--- src/rtl/padring_ctrl.sv ---
// padring_ctrl: direction/data controller for a ring of bidirectional pads.
// Inserts a break-before-make guard whenever any pad changes direction.
//
// Ports:
//   clk, rst           single rising-edge clock, synchronous active-high reset
//   cfg_valid/ready    request handshake; ready only while idle
//   cfg_dir, cfg_data  requested per-pad direction (1=out) and drive value
//   pad_oe/ie/a        PADBIDIR output enable, input enable, drive value
//   pad_y              PADBIDIR receive value (asynchronous to clk)
//   rd_data            synchronized pad_y masked by pad_ie
//   cur_dir            direction currently applied to the pads
//   busy               direction turnaround in progress
module padring_ctrl #(
    parameter int GPIO_WIDTH  = 15,
    parameter int TURN_CYCLES = 4
) (
    input  logic                  clk,
    input  logic                  rst,
    input  logic                  cfg_valid,
    output logic                  cfg_ready,
    input  logic [GPIO_WIDTH-1:0] cfg_dir,
    input  logic [GPIO_WIDTH-1:0] cfg_data,
    output logic [GPIO_WIDTH-1:0] pad_oe,
    output logic [GPIO_WIDTH-1:0] pad_ie,
    output logic [GPIO_WIDTH-1:0] pad_a,
    input  logic [GPIO_WIDTH-1:0] pad_y,
    output logic [GPIO_WIDTH-1:0] rd_data,
    output logic [GPIO_WIDTH-1:0] cur_dir,
    output logic                  busy
);

    localparam logic [0:0] IDLE = 1'b0;
    localparam logic [0:0] OFF  = 1'b1;

    logic [0:0]            state_q,    state_d;
    logic [7:0]            cnt_q,      cnt_d;
    logic [GPIO_WIDTH-1:0] cur_dir_q,  cur_dir_d;
    logic [GPIO_WIDTH-1:0] pend_dir_q, pend_dir_d;
    logic [GPIO_WIDTH-1:0] pad_oe_q,   pad_oe_d;
    logic [GPIO_WIDTH-1:0] pad_ie_q,   pad_ie_d;
    logic [GPIO_WIDTH-1:0] pad_a_q,    pad_a_d;
    logic [GPIO_WIDTH-1:0] sync1_q,    sync2_q;
    logic [GPIO_WIDTH-1:0] rd_data_q;
    logic [GPIO_WIDTH-1:0] chg;
    logic                  accept;

    assign cfg_ready = (state_q == IDLE);
    assign busy      = (state_q == OFF);
    assign accept    = cfg_valid && cfg_ready;
    assign chg       = cfg_dir ^ cur_dir_q;

    always_comb begin
        state_d    = state_q;
        cnt_d      = cnt_q;
        cur_dir_d  = cur_dir_q;
        pend_dir_d = pend_dir_q;
        pad_oe_d   = pad_oe_q;
        pad_ie_d   = pad_ie_q;
        pad_a_d    = pad_a_q;
        case (state_q)
            IDLE: begin
                if (accept) begin
                    pad_a_d = cfg_data;
                    if (chg != '0) begin
                        // Only changing pads are released; others keep
                        // driving or receiving through the guard.
                        pend_dir_d = cfg_dir;
                        pad_oe_d   = pad_oe_q & ~chg;
                        pad_ie_d   = pad_ie_q & ~chg;
                        cnt_d      = 8'(TURN_CYCLES - 1);
                        state_d    = OFF;
                    end
                end
            end
            default: begin
                if (cnt_q == 8'd0) begin
                    cur_dir_d = pend_dir_q;
                    pad_oe_d  = pend_dir_q;
                    pad_ie_d  = ~pend_dir_q;
                    state_d   = IDLE;
                end else begin
                    cnt_d = cnt_q - 8'd1;
                end
            end
        endcase
    end

    always_ff @(posedge clk) begin
        if (rst) begin
            state_q    <= IDLE;
            cnt_q      <= '0;
            cur_dir_q  <= '0;
            pend_dir_q <= '0;
            pad_oe_q   <= '0;
            pad_ie_q   <= '1;
            pad_a_q    <= '0;
            sync1_q    <= '0;
            sync2_q    <= '0;
            rd_data_q  <= '0;
        end else begin
            state_q    <= state_d;
            cnt_q      <= cnt_d;
            cur_dir_q  <= cur_dir_d;
            pend_dir_q <= pend_dir_d;
            pad_oe_q   <= pad_oe_d;
            pad_ie_q   <= pad_ie_d;
            pad_a_q    <= pad_a_d;
            // Two-stage synchronizer for the asynchronous pad_y.
            sync1_q    <= pad_y;
            sync2_q    <= sync1_q;
            rd_data_q  <= sync2_q & pad_ie_q;
        end
    end

    assign pad_oe  = pad_oe_q;
    assign pad_ie  = pad_ie_q;
    assign pad_a   = pad_a_q;
    assign rd_data = rd_data_q;
    assign cur_dir = cur_dir_q;

endmodule

--- config.mk ---
export PLATFORM = sky130hd
export DESIGN_NAME = padring_ctrl
export DESIGN_NICKNAME = d
export VERILOG_FILES = /design/src/rtl/padring_ctrl.sv
export SDC_FILE = /design/constraint.sdc
export NUM_CORES = 1
export LEC_CHECK = 0
export BUFFER_PORTS_ARGS = -buffer_cell sky130_fd_sc_hd__buf_2
export CAP_MARGIN = 10
export CORE_MARGIN = 3
export CORE_UTILIZATION = 45
export DETAILED_ROUTE_END_ITERATION = 8
export PLACE_DENSITY = 0.74
export SYNTH_ARGS = -nofsm -noshare
export SYNTH_HDL_FRONTEND = slang
export SYNTH_SLANG_ARGS = --single-unit
--- constraint.sdc ---
create_clock -name clk -period 2.6 [get_ports clk]
set_input_delay 0.13 -clock clk [delete_from_list [all_inputs] [get_ports clk]]
set_output_delay 0.13 -clock clk [all_outputs]
set_load 0.01 [all_outputs]
Yosys cells after proc, flatten, opt, wreduce, memory -nomap -nowiden
Index checks and enable logic that the tools add are counted.
Widths: inputs -> output; s select.
{ "op_classes": {"add_sub_neg": 1, "eq_ne": 2, "bitwise_logic": 7, "muxes": 16, "reduce_logical": 10} }
{ "op_table": {"columns": ["op", "n"], "rows": [
  ["$mux 15", 8],
  ["$and 15x15->15", 3],
  ["$mux 8", 4],
  ["$not 15->15", 2],
  ["$reduce_bool 15->1", 1],
  ["$xor 15x15->15", 1],
  ["$reduce_and 3->1", 3],
  ["$logic_not 8->1", 1],
  ["$sub 8x1->8 const B", 1],
  ["$mux 1", 4],
  ["$reduce_and 2->1", 2],
  ["$reduce_bool 2->1", 2],
  ["$ne 2x1->1 const B", 1],
  ["$ne 2x2->1 const B", 1],
  ["$logic_and 1x1->1", 1],
  ["$not 1->1", 1]
]} }
{ "word_totals": {"input_bits": 48, "out_inout_bits": 77, "regBits": 129, "wordCells": 46} }

Longest topological paths before layout
Gate-level depths: netlist of the first run.
{ "logic_depth": {"ltp_word": 6, "ltp_mapped": 8, "ltp_nobuf": 7} }

Least setup slack after synthesis of the first run
OpenSTA, ideal clock, no wires.
{ "synth_timing": {"path_kind": "reg2reg", "from": "register cnt_q[0]", "to": "register pad_ie_q[10] (netlist: pad_ie[10])", "n_path_buf": 1, "stages_incl_launch_ff": 9, "setup_time_ns": 0.138, "slack_ns": 0.725, "arrival_time_ns": 1.737, "required_time_ns": 2.462, "period_less_slack_ns": 1.875, "cell_sequence": "dfxtp_1 inv_1 ha_1 or3b_1 nor3_4 nand2_1 clkbuf_1 nand2_1 o221ai_1"} }
{ "synth_via": {"elab_chain_cells": 3} }
{ "synth_lines": {"columns": ["item", "line_no", "source"], "rows": [
  ["start: declaration", "36", "logic [7:0] cnt_q, cnt_d;"],
  ["start signal: assignment", "102", "cnt_q <= cnt_d;"],
  ["$logic_not 8->1", "76", "if (cnt_q == 8'd0) begin"],
  ["$ne 2x1->1 (no source line)", null, null],
  ["$reduce_and 3->1 (no source line)", null, null],
  ["end signal: assignment", "106", "pad_ie_q <= pad_ie_d;"],
  ["end: declaration", "40", "logic [GPIO_WIDTH-1:0] pad_ie_q, pad_ie_d;"]
]} }
No other way between the ends.
A chain may end at the register's enable or synchronous reset.

Worst setup path after layout of the first run
{ "layout_timing": {"from": "register cnt_q[0]", "to": "register pad_oe_q[2] (netlist: pad_oe[2])"} }
{ "layout_via": {"elab_chain_cells": 3} }
{ "layout_lines": {"columns": ["item", "line_no", "source"], "rows": [
  ["$logic_not 8->1", "76", null],
  ["$ne 2x1->1 (no source line)", null, null],
  ["$reduce_and 3->1 (no source line)", null, null],
  ["end signal: assignment", "105", "pad_oe_q <= pad_oe_d;"],
  ["end: declaration", "39", "logic [GPIO_WIDTH-1:0] pad_oe_q, pad_oe_d;"]
]} }
No other way between the ends.

==> metrics.log, run 1 <==
INFO  metric die-height = 110 um
INFO  metric worst_setup_path_end_kind = flip-flop
INFO  metric reg2reg_slack = 0.30 ns
INFO  metric grt_pass1_vias = 4,287
INFO  metric critical_path_required = 3.00 ns
INFO  metric worstSetupPathType = flip-flop to flip-flop
INFO  metric clock-root-buffer = clkbuf_8
INFO  metric fin_crit_sh = 88.4%
INFO  metric pin_count_of_the_biggest_net_entering_global_routing = 97
INFO  metric drt-pass1-iter-count = 5
INFO  metric relSlewSlack = 22.8%
INFO  metric worst_r2r_path_depth = 8
INFO  metric layout.nets = 743
INFO  metric worstSetupStartpointType = flip-flop
INFO  metric clock_insertion_delay_worst_skew = 0.51 ns
INFO  metric io_buffers = 124
INFO  metric grt_first_pass_wirelength = 20,800 um
INFO  metric maxCapViolCount = 0
INFO  metric timing.final.crit_period = 2.30 ns
INFO  metric p_per_area = 778 nW/um^2
INFO  metric hold_ws = 0.0475 ns
INFO  metric syn_avg_cell_area = 9.26 um^2
INFO  metric critical_path_peak_fanout = 10
INFO  metric n_antenna_cell = 0
INFO  metric hold_viol = 0
INFO  metric synth_nets = 580
INFO  metric final_antenna_net_count = 0
INFO  metric cts_num_sinks = 129
INFO  metric async_reset_ff_share = 0%
INFO  metric grt_remaining_overflow = 0
INFO  metric min_delay_path_depth = 2
INFO  metric setup_repair_after_global_routing_missed_its_margin = no
INFO  metric detailed_place_hpwl = 7940 um
INFO  metric synth_warnings = 0
INFO  metric worst_hold_startpoint = rst
INFO  metric arrival = 2.70 ns
INFO  metric max_buffers_root_to_sink = 2
INFO  metric ctsHtreeMaxLevel = 4
INFO  metric setup_total_negative_slack = 0 ns
INFO  metric cts_tree = built
INFO  metric core = 10,500 um^2
INFO  metric fin_skew = 0.00893 ns
INFO  metric fmax = 0.435 GHz
INFO  metric routed-via-count = 4,371
INFO  metric synthDistinctLibCells = 34
INFO  metric multiInputGateArea = 2170 um^2
INFO  metric hold_path.class = input port to flip-flop
INFO  metric drive_above_1_share = 25.8%
INFO  metric tritoncts.num_buffers = 17
INFO  metric grt_antenna_before_repair = 0
INFO  metric grt_util_all_layers = 20.5%
INFO  metric area.sequential = 2580 um^2
INFO  metric place_congestion = 0.800
INFO  metric post_cts.repair.setup_buffers = 0
INFO  metric hold_path_sink = rd_data[2]
INFO  metric horiz_die_dim = 110 um
INFO  metric outcome = finished clean
INFO  metric floorplan.rows = 37
INFO  metric synth_edf_count = 0
INFO  metric routed_wl = 12,400 um
INFO  metric report.final.setup_viol = 0
INFO  metric dominantRegCellSynth = dfxtp_1
INFO  metric detail_route.wl_per_cell = 14.7 um
INFO  metric die-area = 12,200 um^2
INFO  metric start_util = 46.9%
INFO  metric viasPerCell = 5.20
INFO  metric syn-instance-count = 530
INFO  metric ys_ff_latch = 129
INFO  metric area_delta_synth_final = 36.6%
INFO  metric syn-cell-area = 4910 um^2
INFO  metric worst_r2r_endpoint = pad_oe[2]
INFO  metric fill_cells = 828
INFO  metric drt_iter0_drc = 281
INFO  metric residual_drc = 0
INFO  metric final_max_slew_viol_count = 0
INFO  metric path_clk_slew = 0.06 ns
INFO  metric synth_seq_area_share = 52.6%
INFO  metric worstMarginPinSlew = 1.15 ns
INFO  metric peakVddDrop = 0.504 mV
INFO  metric io_pins = 125
INFO  metric regToRegStartpoint = cnt_q[0]
INFO  metric cts_repair_resize_count = 0
INFO  metric p_leak = 2.88 nW
[through the flow]
step / setup WS [ns] / area (um^2) / util [%] / instances / power (W)
after global routing: 0.0670 / 6700 / 64.1 / 841 / 0.00542
final: 0.301 / 6700 / 64.1 / 841 / 0.00522
after detailed placement: 0.318 / 5660 / 54.1 / 765 / 0.00284
after CTS: 0.294 / 6700 / 64.1 / 841 / 0.00524
after floorplan: 0.725 / 4910 / - / 530 / 0.00260
after global placement: 0.408 / 5660 / 54.1 / 765 / 0.00281
[cells by family after synthesis]
kind of cell	after synthesis	share of synthesized area, %
AO/OA/AOI/OAI	96	13.9
XOR/XNOR	18	3.21
adder cells (fa/ha/maj)	2	0.510
buffers and inverters	39	3.42
flip-flops	129	52.6
multiplexers	17	3.47
AND/OR/NAND/NOR	229	22.9
[cell usage in the layout, fill, tap and decap left out, types with 5 or more instances in the layout]
master	count
nor3_1	11
a221oi_1	7
a21oi_1	46
buf_2	123
nor2b_1	31
nand2b_1	30
dlygate4sd3_1	45
nand2_1	108
a31oi_1	15
mux2i_1	17
o221ai_1	15
dfxtp_1	129
xnor2_1	17
clkbuf_16	16
nor2_1	24
buf_4	10
inv_6	5
and3_1	13
a221oi_2	8
[cells in the mapped netlist (2+ instances only)]
library cell	count	area, um^2
dfxtp_1	129	2580
xnor2_1	17	149
nor3b_1	2	15.0
buf_2	5	25.0
nand4_1	3	18.8
clkbuf_1	24	90.1
o221ai_1	15	131
mux2i_1	17	170
inv_1	2	7.51
nor2b_1	31	194
a31oi_1	15	93.8
buf_1	5	18.8
a221oi_2	8	120
buf_6	2	22.5
a21oi_1	46	230
nand2_1	109	409
ha_1	2	25.0
o31a_1	2	17.5
nor3_1	11	55.1
nor2_1	24	90.1
and3_1	13	81.3
nand2b_1	30	188
a221oi_1	7	61.3
[registers in the layout, indices dropped and copies added, names as in the netlist]
register and flops:
busy 1, sync1_q 15, pad_oe 15, pad_ie 15, pad_a 15, rd_data 15, cur_dir 15, cnt_q 8
pend_dir_q 15, sync2_q 15
[metal layers]
metal,wire length [um],global-route usage [%],vias to the layer above
met5,0,0,-
met4,162,5.50,0
met3,853,6.03,18
met2,6060,34.9,170
met1,5320,25.3,2040
li1,-,-,2143
[power breakdown]
group | switching, W | internal (W)
clock | 0.000894 | 0.00147
combinational | 0.000386 | 0.000292
sequential | 0.0000864 | 0.00209
[final cells by class]
cell class                      instances  share of cell area, %
Multi-Input combinational cell        362                   32.3
Sequential cell                       129                   38.5
Clock buffer                           17                   6.18
Clock inverter                         14                   2.65
Timing Repair Buffer                  180                   17.6
Tap cell                              136                   2.54
Inverter                                3                  0.168
[worst max-delay path by stage]
stage          startpoint    endpoint  slack (ns)  cells after the start
2_1_floorplan    cnt_q[0]  pad_ie[10]        0.73                      8
3_3_place_gp     cnt_q[0]   pad_oe[0]        0.41                      8
3_5_place_dp     cnt_q[0]   pad_oe[2]        0.32                      8
4_1_cts          cnt_q[0]   pad_oe[2]        0.29                      8
5_1_grt          cnt_q[0]   pad_oe[5]        0.07                      8
6_report         cnt_q[0]   pad_oe[2]        0.30                      8
[critical path, cell delays in order, from the launching register on]
cell and delay [ns]:
dfxtp_1 0.33, inv_1 0.09, ha_1 0.19, or3b_1 0.45, nor3_4 0.36, buf_4 0.25, and3_1 0.17, a21oi_1 0.04
a221oi_1 0.32
[what timing repair did]
action                     in CTS  in global routing
hold endpoints to repair       45                  0
setup endpoints to repair       0                  0
hold buffers                   45                  0
Note: power is estimated with default switching activity, not from simulation.
==> run 2, diff against run 1 <==
--- a/config.mk
+++ b/config.mk
@@ -8,9 +8,9 @@
 export BUFFER_PORTS_ARGS = -buffer_cell sky130_fd_sc_hd__buf_2
 export CAP_MARGIN = 10
 export CORE_MARGIN = 3
-export CORE_UTILIZATION = 45
+export CORE_UTILIZATION = 52
 export DETAILED_ROUTE_END_ITERATION = 8
-export PLACE_DENSITY = 0.74
+export PLACE_DENSITY = 0.83
 export SYNTH_ARGS = -nofsm -noshare
 export SYNTH_HDL_FRONTEND = slang
 export SYNTH_SLANG_ARGS = --single-unit
==> metrics.log, run 2 (synthesis results as in run 1) <==
INFO  metric io_pins = 125
INFO  metric setup_total_negative_slack = 0 ns
INFO  metric routed_wl = 12,900 um
INFO  metric drt_iter0_drc = 261
INFO  metric drive_above_1_share = 25.8%
INFO  metric die-area = 10,600 um^2
INFO  metric final_antenna_net_count = 0
INFO  metric clock-root-buffer = clkbuf_8
INFO  metric p_leak = 2.86 nW
INFO  metric placement.cell_area = 5620 um^2
INFO  metric worst_r2r_path_depth = 8
INFO  metric drt-pass1-iter-count = 5
INFO  metric horiz_die_dim = 103 um
INFO  metric arrival = 2.53 ns
INFO  metric start_util = 54.9%
INFO  metric grt_remaining_overflow = 0
INFO  metric clock_insertion_delay_worst_skew = 0.52 ns
INFO  metric worstSetupStartpointType = flip-flop
INFO  metric routed-via-count = 4,504
INFO  metric io_buffers = 124
INFO  metric die-height = 103 um
INFO  metric pin_count_of_the_biggest_net_entering_global_routing = 96
INFO  metric cts_num_sinks = 129
INFO  metric outcome = finished clean
INFO  metric tritoncts.num_buffers = 17
INFO  metric fin_skew = 0.00865 ns
INFO  metric relSlewSlack = 34.4%
INFO  metric detailed_place_hpwl = 8150 um
INFO  metric hold_viol = 0
INFO  metric grt_antenna_before_repair = 0
INFO  metric final_max_slew_viol_count = 0
INFO  metric place_congestion = 0.836
INFO  metric residual_drc = 0
INFO  metric post_layout_nonfiller_instances = 813
INFO  metric peakVddDrop = 0.563 mV
INFO  metric max_buffers_root_to_sink = 2
INFO  metric n_antenna_cell = 0
INFO  metric hold_ws = 0.0482 ns
INFO  metric timing.final.crit_period = 2.15 ns
INFO  metric area_delta_synth_final = 35.0%
INFO  metric layout_commonest_cell = dfxtp_1
INFO  metric most-common-layout-cells = dfxtp_1 (129), buf_2 (123), nand2_1 (108), a21oi_1 (46), dlygate4sd3_1 (45)
INFO  metric fmax = 0.465 GHz
INFO  metric worstMarginPinSlew = 0.982 ns
INFO  metric floorplan.rows = 34
INFO  metric detailedPlace.worstSlack = 0.483 ns
INFO  metric worst_setup_path_end_kind = flip-flop
INFO  metric core = 8930 um^2
INFO  metric reg2reg_slack = 0.45 ns
INFO  metric worstSetupPathType = flip-flop to flip-flop
INFO  metric dp_cells = 736
INFO  metric cts_tree = built
INFO  metric critical_path_required = 2.98 ns
INFO  metric grt_util_all_layers = 24.1%
INFO  metric hold_path.class = input port to flip-flop
INFO  metric grt_pass1_vias = 4,192
INFO  metric post-route-worst-setup-slack = 0.448 ns
INFO  metric ctsHtreeMaxLevel = 4
INFO  metric regToRegStartpoint = cnt_q[0]
INFO  metric report.final.setup_viol = 0
INFO  metric critical_path.startpoint = cnt_q[0]
INFO  metric post_cts.repair.setup_buffers = 0
INFO  metric viasPerCell = 5.54
INFO  metric detail_route.wl_per_cell = 15.9 um
INFO  metric setup_repair_after_global_routing_missed_its_margin = no
INFO  metric maxCapViolCount = 0
INFO  metric worstSetupEndpoint = pad_ie[9]
INFO  metric path_clk_slew = 0.06 ns
INFO  metric p_per_area = 766 nW/um^2
INFO  metric grt_first_pass_wirelength = 19,900 um
INFO  metric layout.nets = 742
INFO  metric critical_path_peak_fanout = 42
INFO  metric post_route_design_area = 6620 um^2
INFO  metric fill_cells = 623
INFO  metric worst_r2r_endpoint = pad_ie[9]
INFO  metric fin_crit_sh = 82.8%
## run 2: cell count changes in the layout (fill, tap and decap cells not counted), sizes merged
| cell | delta |
|---|---|
| clkinv | -3 |
| buf | -1 |
| bufinv | -3 |
| inv | +7 |
## run 2: area by class of cell
cell class              count  area (um^2)  area share, %
flip-flops and latches    129         2580           39.0
multi-input cells         362         2170           32.7
repair buffers            179         1170           17.7
clock buffers              17          414           6.25
clock inverters            15          139           2.10
well taps                 108          135           2.04
inverters                   3         11.3          0.170
## run 2: power by group
group	leakage (nW)	switching [W]	internal, W
Sequential	1.06	0.0000938	0.00209
Combinational	1.53	0.000390	0.000291
Clock	0.275	0.000988	0.00122
## run 2: timing repair
| action | CTS | global route |
|---|---|---|
| hold buffers | 45 | 0 |
| resized for setup | 0 | 0 |
| hold endpoints to repair | 45 | 0 |
## run 2: worst max-delay path, stage by stage (launching register included)
cell and delay [ns]:
dfxtp_1 0.34, inv_1 0.09, ha_1 0.17, or3b_1 0.47, nor3_4 0.18, nand2_2 0.27
buf_12 0.27, nand2_1 0.09, o221ai_1 0.13
## run 2: worst min path at each step
stage,slack [ns],from,cells past startpoint,end
after floorplan,0.26,pad_y[0],1,sync1_q[0]
after global placement,0.34,pad_y[6],2,sync1_q[6]
after detailed placement,0.34,pad_y[10],2,sync1_q[10]
after CTS,0.03,rst,2,rd_data[2]
after global routing,0.06,rst,2,sync2_q[2]
final,0.05,rst,2,rd_data[3]
## run 2: routing by layer
| metal | vias to the layer above | track usage [%] | part of all wire [%] |
|---|---|---|---|
| met5 | - | 0 | 0 |
| met4 | 0 | 7.37 | 1.3 |
| met3 | 14 | 6.70 | 8.7 |
| met2 | 214 | 42.3 | 50 |
| met1 | 2139 | 28.5 | 40 |
| li1 | 2137 | - | - |
## run 2: through the flow
step	util [%]	total power, W
floorplan	-	0.00260
global placement	62.9	0.00281
detailed placement	62.9	0.00284
CTS	74.1	0.00510
global route	74.1	0.00528
finish	74.1	0.00507
==> run 3, diff against run 2 <==
==> constraint.sdc (replaced) <==
create_clock -name clk -period 2.1 [get_ports clk]
set_input_delay 0.105 -clock clk [delete_from_list [all_inputs] [get_ports clk]]
set_output_delay 0.105 -clock clk [all_outputs]
set_load 0.01 [all_outputs]
==> metrics.log, run 3 (synthesis results as in run 1) <==
INFO  metric outcome = finished clean
INFO  metric core = 8930 um^2
INFO  metric fin_crit_sh = 96.5%
INFO  metric worstSetupStartpointType = flip-flop
INFO  metric switching_share = 28.4%
INFO  metric worst_r2r_path_depth = 8
INFO  metric io_buffers = 124
INFO  metric post_layout_nonfiller_instances = 827
INFO  metric worstPathBufferInverterCount = 3
INFO  metric io_pins = 125
INFO  metric detail_route.wl_per_cell = 16.0 um
INFO  metric p_leak = 2.95 nW
INFO  metric fmax = 0.493 GHz
INFO  metric critical_path.startpoint = cnt_q[1]
INFO  metric fin_skew = 0.00891 ns
INFO  metric pin_count_of_the_biggest_net_entering_global_routing = 101
INFO  metric grt_antenna_before_repair = 0
INFO  metric worstSetupPathType = flip-flop to flip-flop
INFO  metric grt_pass1_vias = 4,291
INFO  metric final_max_slew_viol_count = 0
INFO  metric setup_total_negative_slack = 0 ns
INFO  metric layout.nets = 756
INFO  metric report.final.setup_viol = 0
INFO  metric drt-pass1-iter-count = 5
INFO  metric hold_path.class = input port to flip-flop
INFO  metric start_util = 54.9%
INFO  metric worstSetupEndpoint = pad_oe[14]
INFO  metric die-area = 10,600 um^2
INFO  metric cp_top_family = simple AND/OR/NAND/NOR gates
INFO  metric min_delay_path_depth = 3
INFO  metric timing.final.crit_period = 2.03 ns
INFO  metric multiInputGateArea = 2200 um^2
INFO  metric grt_remaining_overflow = 0
INFO  metric maxCapViolCount = 0
INFO  metric critical-path-top-cell-by-count = buf_4
INFO  metric worst_r2r_endpoint = pad_oe[14]
INFO  metric p_per_area = 925 nW/um^2
INFO  metric peakVddDrop = 0.610 mV
INFO  metric drt_iter0_drc = 164
INFO  metric grt_util_all_layers = 24.8%
INFO  metric worst_path_depth = 8
INFO  metric timing.critical_path.slowest_cell_delay = 0.40 ns
INFO  metric drive_above_1_share = 28.4%
INFO  metric grt_first_pass_wirelength = 20,600 um
INFO  metric dp_cells = 744
INFO  metric ctsHtreeMaxLevel = 4
INFO  metric place_congestion = 0.853
INFO  metric detailed_place_hpwl = 8290 um
INFO  metric relSlewSlack = 55.0%
INFO  metric residual_drc = 0
INFO  metric area.sequential = 2580 um^2
INFO  metric power.sequential.fraction = 42.7%
INFO  metric p_clk_share = 42.0%
INFO  metric cts_tree = built
INFO  metric worstMarginPinSlew = 0.673 ns
INFO  metric n_antenna_cell = 0
INFO  metric hold_viol = 0
INFO  metric path_clk_slew = 0.06 ns
INFO  metric detailedPlace.worstSlack = 0.0330 ns
INFO  metric critPathSlowestCell = or3b_4
INFO  metric area_delta_synth_final = 39.4%
INFO  metric arrival = 2.44 ns
INFO  metric horiz_die_dim = 103 um
INFO  metric critical_path_peak_fanout = 12
INFO  metric tritoncts.num_buffers = 17
INFO  metric die-height = 103 um
INFO  metric max_buffers_root_to_sink = 2
INFO  metric cts_num_sinks = 129
INFO  metric switchingPower = 0.00179 W
INFO  metric clock-root-buffer = clkbuf_8
INFO  metric fill_cells = 592
INFO  metric viasPerCell = 5.37
INFO  metric floorplan.rows = 34
INFO  metric most-common-layout-cells = dfxtp_1 (128), buf_2 (123), nand2_1 (108), a21oi_1 (46), dlygate4sd3_1 (45)
INFO  metric clock_insertion_delay_worst_skew = 0.52 ns
INFO  metric final_antenna_net_count = 0
INFO  metric routed-via-count = 4,440
INFO  metric timing.critical_path.cells = inv_2 > ha_2 > or3b_4 > buf_4 > nor4_4 > buf_4 > a22oi_1 > a221oi_1
INFO  metric routed_wl = 13,200 um
INFO  metric reg2reg_slack = 0.07 ns
INFO  metric post-route-worst-setup-slack = 0.0731 ns
INFO  metric share_comb_of_total_power = 15.3%
INFO  metric power_report.internal_total = 0.00453 W
INFO  metric regToRegStartpoint = cnt_q[1]
INFO  metric critical_path_required = 2.52 ns
INFO  metric totalPowerFinal = 0.00633 W
INFO  metric layout_commonest_cell = dfxtp_1
INFO  metric worst_setup_path_end_kind = flip-flop
[run 3: changes by cell type in the layout (fill, tap and decap cells not counted), moves of 2 or more]
cell	previous run	this run
buf_12	2	5
buf_4	9	14
buf_6	0	3
clkbuf_16	16	18
clkinvlp_4	1	5
inv_1	2	0
inv_2	1	3
inv_8	5	1
xnor2_1	17	15
xnor2_2	0	2
[run 3: layout make-up]
type,count,area share (%)
clock buffers,18,6.11
flip-flops and latches,129,37.8
inverters,3,0.165
multi-input cells,362,32.2
clock inverters,14,1.74
repair buffers,193,20.0
well taps,108,1.98
[run 3: per-stage QoR]
stage / area, um^2 / hold slack [ns] / util (%)
2_1_floorplan: 4910 / 0.233 / -
3_3_place_gp: 5690 / 0.314 / 63.7
3_5_place_dp: 5690 / 0.321 / 63.7
4_1_cts: 6680 / 0.0972 / 74.7
5_1_grt: 6840 / 0.110 / 76.6
6_report: 6840 / 0.0863 / 76.6
[run 3: worst reg2reg max path, cell delays in order, from the launching register on]
cell	delay, ns
dfxtp_1	0.33
inv_2	0.06
ha_2	0.17
or3b_4	0.40
buf_4	0.16
nor4_4	0.14
buf_4	0.25
a22oi_1	0.11
a221oi_1	0.31
[run 3: power groups by stage]
stage / Sequential [W] / Combinational, W / Clock [W]
after CTS: 0.00270 / 0.000867 / 0.00269
after detailed placement: 0.00275 / 0.000795 / 0
final: 0.00270 / 0.000970 / 0.00265
after floorplan: 0.00276 / 0.000468 / 0
after global placement: 0.00274 / 0.000768 / 0
after global routing: 0.00271 / 0.00106 / 0.00280
[run 3: how the worst min path moves through the flow]
stage | slack, ns | end | startpoint
final | 0.09 | rd_data[13] | rst
after global placement | 0.31 | sync1_q[8] | pad_y[8]
after CTS | 0.1 | rd_data[13] | rst
after floorplan | 0.23 | sync1_q[0] | pad_y[0]
after global routing | 0.11 | rd_data[12] | rst
after detailed placement | 0.32 | sync1_q[6] | pad_y[6]
[run 3: what timing repair did]
action | CTS | global route
endpoints found under the hold margin | 45 | 0
hold buffers | 45 | 0
setup endpoints to repair | 0 | 16
resized for setup | 0 | 21
buffers inserted | 0 | 4
[run 3: layer usage]
layer  up-vias  global-route usage, %  wire, um
met2       169                   44.1      6770
met1      2081                   28.8      5260
li1       2170                      -         -
met5         -                      0         0
met4         0                   7.67       201
met3        20                   7.31       997
